`config.mk`:
```
export PLATFORM = sky130hd
export DESIGN_NAME = bytebeat_voice_scheduler
export DESIGN_NICKNAME = d
export VERILOG_FILES = /design/src/rtl/bytebeat_voice_scheduler.sv
export SDC_FILE = /design/constraint.sdc
export NUM_CORES = 1
export LEC_CHECK = 0
export CORE_MARGIN = 5
export CORE_UTILIZATION = 53
export CTS_CLUSTER_DIAMETER = 50
export DETAILED_ROUTE_END_ITERATION = 8
export GPL_ROUTABILITY_DRIVEN = 1
export PLACE_DENSITY = 0.83
export SLEW_MARGIN = 20
export SYNTH_ARGS = -nofsm -noshare
export SYNTH_HDL_FRONTEND = slang
export SYNTH_SLANG_ARGS = --single-unit
```
`constraint.sdc`:
```
create_clock -name clk -period 7 [get_ports clk]
set_input_delay 0.7 -clock clk [delete_from_list [all_inputs] [get_ports clk]]
set_output_delay 0.7 -clock clk [all_outputs]
set_load 0.01 [all_outputs]
```
`src/rtl/bytebeat_voice_scheduler.sv`:
```
// Sample-rate scheduler and mixer for the bytebeat generator bank: polls each enabled
// voice once per sample tick, holds the captured samples and emits their averaged mix.
module bytebeat_voice_scheduler #(
  parameter int NUM_VOICES = 8,
  parameter int SAMPLE_W   = 8,
  parameter int CLK_DIV    = 1250,
  parameter int TIMEOUT    = 16
) (
  input  logic                           clk,
  input  logic                           reset,
  input  logic [NUM_VOICES-1:0]          voice_mask,
  input  logic                           status_clr,
  input  logic [NUM_VOICES*SAMPLE_W-1:0] gen_data,
  input  logic [NUM_VOICES-1:0]          gen_vld,
  output logic [NUM_VOICES-1:0]          gen_rdy,
  output logic [SAMPLE_W-1:0]            mix_sample,
  output logic                           mix_strobe,
  output logic                           busy,
  output logic [NUM_VOICES-1:0]          stall_err,
  output logic                           tick_overrun
);

  localparam int LOG_V  = $clog2(NUM_VOICES);
  localparam int SUM_W  = SAMPLE_W + LOG_V;
  localparam int DIV_W  = (CLK_DIV > 1) ? $clog2(CLK_DIV) : 1;
  localparam int WAIT_W = $clog2(TIMEOUT + 1);

  localparam logic [LOG_V-1:0]  LAST_IDX = LOG_V'(NUM_VOICES - 1);
  localparam logic [DIV_W-1:0]  DIV_MAX  = DIV_W'(CLK_DIV - 1);
  localparam logic [WAIT_W-1:0] WAIT_MAX = WAIT_W'(TIMEOUT - 1);

  typedef enum logic [1:0] {
    IDLE    = 2'd0,
    COLLECT = 2'd1,
    MIX     = 2'd2
  } state_t;

  state_t              state, state_nx;
  logic [DIV_W-1:0]    div_cnt;
  logic                tick;
  logic [LOG_V-1:0]    idx;
  logic [WAIT_W-1:0]   wait_cnt;
  logic [NUM_VOICES-1:0] mask_q;
  logic [SAMPLE_W-1:0] held [NUM_VOICES];
  logic                sel_en, handshake, timed_out, advance;
  logic [SUM_W-1:0]    sum;

  assign tick      = (div_cnt == DIV_MAX);
  assign sel_en    = (state == COLLECT) && mask_q[idx];
  assign handshake = sel_en && gen_vld[idx];
  assign timed_out = sel_en && !gen_vld[idx] && (wait_cnt == WAIT_MAX);
  assign advance   = (state == COLLECT) && (!mask_q[idx] || handshake || timed_out);
  assign busy      = (state != IDLE);

  // Free-running sample divider; keeps counting through every FSM state.
  always_ff @(posedge clk) begin
    // NOTE: sequential state uses <= so every flop samples pre-edge values.
    if (reset)     div_cnt <= '0;
    else if (tick) div_cnt <= '0;
    else           div_cnt <= div_cnt + DIV_W'(1);
  end

  always_ff @(posedge clk) begin
    if (reset) state <= IDLE;
    else       state <= state_nx;
  end

  always_comb begin
    state_nx = state;
    case (state)
      IDLE:    if (tick) state_nx = COLLECT;
      COLLECT: if (advance && (idx == LAST_IDX)) state_nx = MIX;
      MIX:     state_nx = IDLE;
      default: state_nx = IDLE;
    endcase
  end

  // Ready is decoded straight from state so it drops in the cycle reset takes effect.
  always_comb begin
    // NOTE: default assigned first so no path leaves gen_rdy unassigned (no latch).
    gen_rdy = '0;
    if (sel_en) gen_rdy[idx] = 1'b1;
  end

  always_comb begin
    sum = '0;
    for (int i = 0; i < NUM_VOICES; i++) sum = sum + SUM_W'(held[i]);
  end

  always_ff @(posedge clk) begin
    if (reset) begin
      idx          <= '0;
      wait_cnt     <= '0;
      mask_q       <= '0;
      mix_sample   <= '0;
      mix_strobe   <= 1'b0;
      stall_err    <= '0;
      tick_overrun <= 1'b0;
      // NOTE: held is a small flop bank, so it is cleared on reset like any register.
      for (int i = 0; i < NUM_VOICES; i++) held[i] <= '0;
    end else begin
      mix_strobe <= 1'b0;

      if (state == IDLE && tick) begin
        mask_q   <= voice_mask;
        idx      <= '0;
        wait_cnt <= '0;
      end

      if (state == COLLECT) begin
        if (!mask_q[idx])   held[idx] <= '0;
        else if (handshake) held[idx] <= gen_data[idx*SAMPLE_W +: SAMPLE_W];

        if (advance) begin
          wait_cnt <= '0;
          if (idx != LAST_IDX) idx <= idx + LOG_V'(1);
        end else begin
          wait_cnt <= wait_cnt + WAIT_W'(1);
        end
      end

      if (state == MIX) begin
        mix_sample <= SAMPLE_W'(sum >> LOG_V);
        mix_strobe <= 1'b1;
      end

      // Clear first so a same-cycle set event overrides it.
      if (status_clr) stall_err <= '0;
      if (timed_out)  stall_err[idx] <= 1'b1;

      if (status_clr)           tick_overrun <= 1'b0;
      if (tick && state != IDLE) tick_overrun <= 1'b1;
    end
  end

endmodule

```
## Yosys cells after proc, flatten, opt, wreduce, memory -nomap -nowiden

Memory sizes are Yosys's and may differ from the RTL's.
Index checks and enable logic that the tools add are counted.

| storage, ports and cells | value |
|---|---|
| bits in registers | 47 |
| memory bits (writable) | 64 |
| input port bits | 83 |
| output and inout port bits | 27 |
| logic and storage cells | 91 |
| memories | 1 |

| operators by class | value |
|---|---|
| $add $sub $neg | 10 |
| $lt $le $gt $ge | 2 |
| equality and inequality tests | 8 |
| shifts and indexed selects | 1 |
| multiplexer cells | 38 |
| bitwise operators | 2 |
| reductions and logical operators | 20 |

Memories:

| memory | words | bits a word | rd ports | clocked after Yosys merged registers in | wr ports | RTL line | text |
|---|---|---|---|---|---|---|---|
| held | 8 | 8 | 8 | 0 | 8 | 44 | `logic [SAMPLE_W-1:0] held [NUM_VOICES];` |

Operator list:

| operator | count |
|---|---|
| variable part select 64 x 7 -> 8 bit | 1 |
| 2-to-1 mux 8 bit | 6 |
| adder 11 x 8 -> 11 bit | 4 |
| 2-to-1 mux 1 bit | 18 |
| 2-to-1 mux 3 bit | 5 |
| 2-to-1 mux 5 bit | 3 |
| adder 10 x 8 -> 11 bit | 1 |
| adder 11 x 1 -> 11 bit (second input constant) | 1 |
| equality test 11 bit (second input constant) | 1 |
| adder 9 x 8 -> 10 bit | 1 |
| adder 8 x 8 -> 9 bit | 1 |
| logical AND 1 bit | 9 |
| bitwise OR 8 bit | 1 |
| OR reduction 8 bit | 1 |
| binary-select mux 1 bit (select 3 bit) | 2 |
| nonzero test 2 bit | 3 |
| adder 5 x 1 -> 5 bit (second input constant) | 1 |
| equality test 5 x 4 -> 1 bit (second input constant) | 1 |
| < comparator 3 x 4 -> 1 bit (second input constant) | 1 |
| 2-to-1 mux 2 bit | 2 |
| != test 2 bit (second input constant) | 2 |
| one-hot mux 2 bit (2 select lines) | 1 |
| adder 3 x 1 -> 3 bit (second input constant) | 1 |
| demux 1 bit (select 3 bit) | 1 |
| other kinds (11) | 13 |

## Logic depth before layout (Yosys ltp)

| logic depth | value |
|---|---|
| depth in word-level cells | 12 |
| gate-level depth with buffers | 16 |
| gate-level depth less buffers | 16 |

## Worst setup path before layout

Ideal clock, no wire load.

| path | value |
|---|---|
| path type | register to register |
| from | mem held[7][3] |
| to | reg mix_sample[5] |
| arrival time | 3.974 ns |
| required time | 6.938 ns |
| path slack | 2.964 ns |
| cell stages (with the launch flop) | 15 |
| path buffers | 0 |
| clock period less this slack | 4.036 ns |
| path through | edfxtp_1 inv_1 fa_1 inv_1 fa_1 fa_1 inv_1 fa_1 inv_1 fa_1 a21o_1 a21oi_1 o21ai_0 a2111o_1 nand3_1 |

RTL lines:

| item | RTL line | text |
|---|---|---|
| start: declaration | 44 |  |
| end signal: assignment | 123 | `mix_sample <= SAMPLE_W'(sum >> LOG_V);` |
| end: declaration | 16 | `output logic [SAMPLE_W-1:0] mix_sample,` |

==> impl_results.md <==
* Type of origin of the critical path: register
* Mux cell area share after synthesis at 6.90%
* Cells after DPL at 905
* CP Max Fanout at 3
* # diodes at 0
* Post-DRT Antenna Nets at 0
* Most frequent cells in the layout: 111 x nor2_1, 109 x clkdlybuf4s50_1, 102 x inv_1
* Final Cycle Share at 60.6%
* Leak pwr at 3.13 nW
* Post-synthesis adder-cell area fraction at 16.8%
* Drt initial violations at 281
* Worst-Margin Slew at 978 ps
* Post-synth top area share at 28.9%
* Synth top area cells: edfxtp_1 29%, dfxtp_1 14%, fa_1 14%, nor2_1 6.3%, inv_1 5.8%
* Unique masters post-synth at 58
* Pwr Density at 205 nW/um2
* Seq cells post-synth at 111
* Ys flop type: edfxtp_1
* Core box area at 12500 um2
* Num Clock Sinks at 111
* DRC Markers at 0
* Postcts setup bufs at 0
* Post-synth ARST share at 0%
* Total CTS buffers at 9
* GRT overflow at 0
* Arr. time, crit path at 4540 ps
* WL per Instance at 17.1 um
* Via count at 4993
* Final Util at 65.4%
* Top-Level Pins at 110
* Antenna violations before repair at 0
* Die ar. at 14900 um2
* Via-to-Cell Ratio at 5.42
* Register clock-pin slew on the reported worst setup and hold paths at 70 ps
* Largest net degree at the start of global routing at 46
* Post-synthesis xor/xnor area fraction at 1.58%
* CTS resizes at 0
* Final WS setup at 2760 ps
* Sequential fraction of the synthesis area at 43.0%
* Hold Path Class: reg2reg
* RSZ-0062 raised after global routing: no
* First-pass GRT wire length at 26400 um
* Post-Synth Simple-Gate Area at 16.5%
* Drt pass-1 iters at 5
* # H-tree levels at 3
* Yosys top cell by area: edfxtp_1
* Post-synthesis cell count at 650
* Post-route cell area at 8160 um2
* Syn_area_per_cell at 10.2 um2
* EDFF count, synth at 64
* Commonest non-fill, non-tap cell in the layout: nor2_1
* Die width at 122 um
* Global-route usage over all layers at 22.8%
* Post-CTS Hold Buffers at 0
* Routed WL at 15800 um
* VDD IR max at 0.118 mV
* Skew final at 10.9 ps
* Gpl congestion at 0.861
* Pins Over Slew Limit at 0
* Max cap viols at 0
* Dpl hpwl at 12000 um
* Layout cells sized above 1 at 5.61%
* TritonCTS clock tree: built
* CTS root buffer: clkbuf_16
* Final Instance Count excl. Fillers at 921
* Pwr Total at 1.67 mW
* Port Buffers at 109
* Crit end category: register
* Setup violators final at 0
* Area grow syn2layout at 22.5%
* Num rows at 41
* Setup slack at placement at 2760 ps
* Yosys warns at 0
* Hold_ws at 461 ps
* Clock Tree Buf Depth at 2
* Syn Nets at 795
* Minimum clock period at 4240 ps
* Worst-skew pair later-pin latency at 350 ps
* Fin. Hold Viols at 0
* Slew HR at 34.8%
* Die Span Y at 122 um
* Vias in the first global route at 5442
* Main combinational cell family by area after synthesis: adder cells
* Status: completed
* Setup TNS at 0 ps
* Initial Utilization at 53.4%
* NumNets Final at 889
* Req. time, crit path at 7300 ps
* F_max at 236 MHz
* Post-Place Cell Area at 7850 um2
* Compound-Gate Fraction of Synth Area at 7.37%
* Mapped Area at 6660 um2
* Critical path class: reg2reg
synth_stat cells, types with 16 or more instances:
library cell / count
nor2_1: 111
inv_1: 102
edfxtp_1: 64
dfxtp_1: 47
fa_1: 46
mux2i_1: 23
nand2_1: 23
nand2b_1: 19
nand3_1: 18
nor3_1: 18
clkbuf_1: 17
ha_1: 16
per-layer routing:
layer	wire length (um)	track usage [%]	vias up	share of wire, %
li1	-	-	2353	-
met4	328	7.42	0	2.1
met1	6270	27.4	2429	40
met3	1040	5.66	25	6.6
met5	0	0	-	0
met2	8120	40.2	186	52
cell families after synthesis:
kind of cell | Yosys count
adder cells (fa/ha/maj) | 62
AO/OA/AOI/OAI | 65
AND/OR/NAND/NOR | 232
flip-flops | 111
multiplexers | 36
XOR/XNOR | 12
buffers and inverters | 132
final cells by class:
cell class | instances | area (um2)
Sequential cell | 111 | 2860
Timing Repair Buffer | 112 | 1110
Tap cell | 172 | 215
Inverter | 103 | 387
Multi-Input combinational cell | 407 | 3270
Fill cell | 963 | 4310
Clock buffer | 11 | 275
Clock inverter | 5 | 26.3
registers in the layout (all words and copies together) (netlist names):
signal,count
tick_overrun,1
wait_cnt,5
mask_q,8
mix_sample,8
state,2
stall_err,8
mix_strobe,1
idx,3
held,64
div_cnt,11
path summary, 6_finish.rpt:
check                             startpoint  depth (start not counted)  slack [ps]                    endpoint
setup / recovery    held[7][3]$_SDFFCE_PN0P_                         14        2760  mix_sample[5]$_SDFFE_PP0P_
hold / removal    mix_sample[2]$_SDFFE_PP0P_                          2         460  mix_sample[2]$_SDFFE_PP0P_
setup reg to reg    held[7][3]$_SDFFCE_PN0P_                         14        2760  mix_sample[5]$_SDFFE_PP0P_
hold reg to reg   mix_sample[2]$_SDFFE_PP0P_                          2         460  mix_sample[2]$_SDFFE_PP0P_
report_power, final:
| part | internal [mW] | leakage, nW | switching, mW |
|---|---|---|---|
| clock network | 0.283 | 0.156 | 0.232 |
| logic | 0.205 | 1.93 | 0.244 |
| registers | 0.702 | 1.04 | 0.00643 |
| total | 1.19 | 3.13 | 0.482 |
critical path, stage by stage, from the launching register on:
cell      delay (ps)
edfxtp_1         330
inv_1             60
fa_1             530
inv_1             60
fa_1             510
fa_1             540
inv_1             60
fa_1             530
inv_1             70
fa_1             450
a21o_1           190
a21oi_1          240
o21ai_0          160
a2111o_1         380
nand3_1           80
Note: power is estimated with default switching activity, not from simulation.
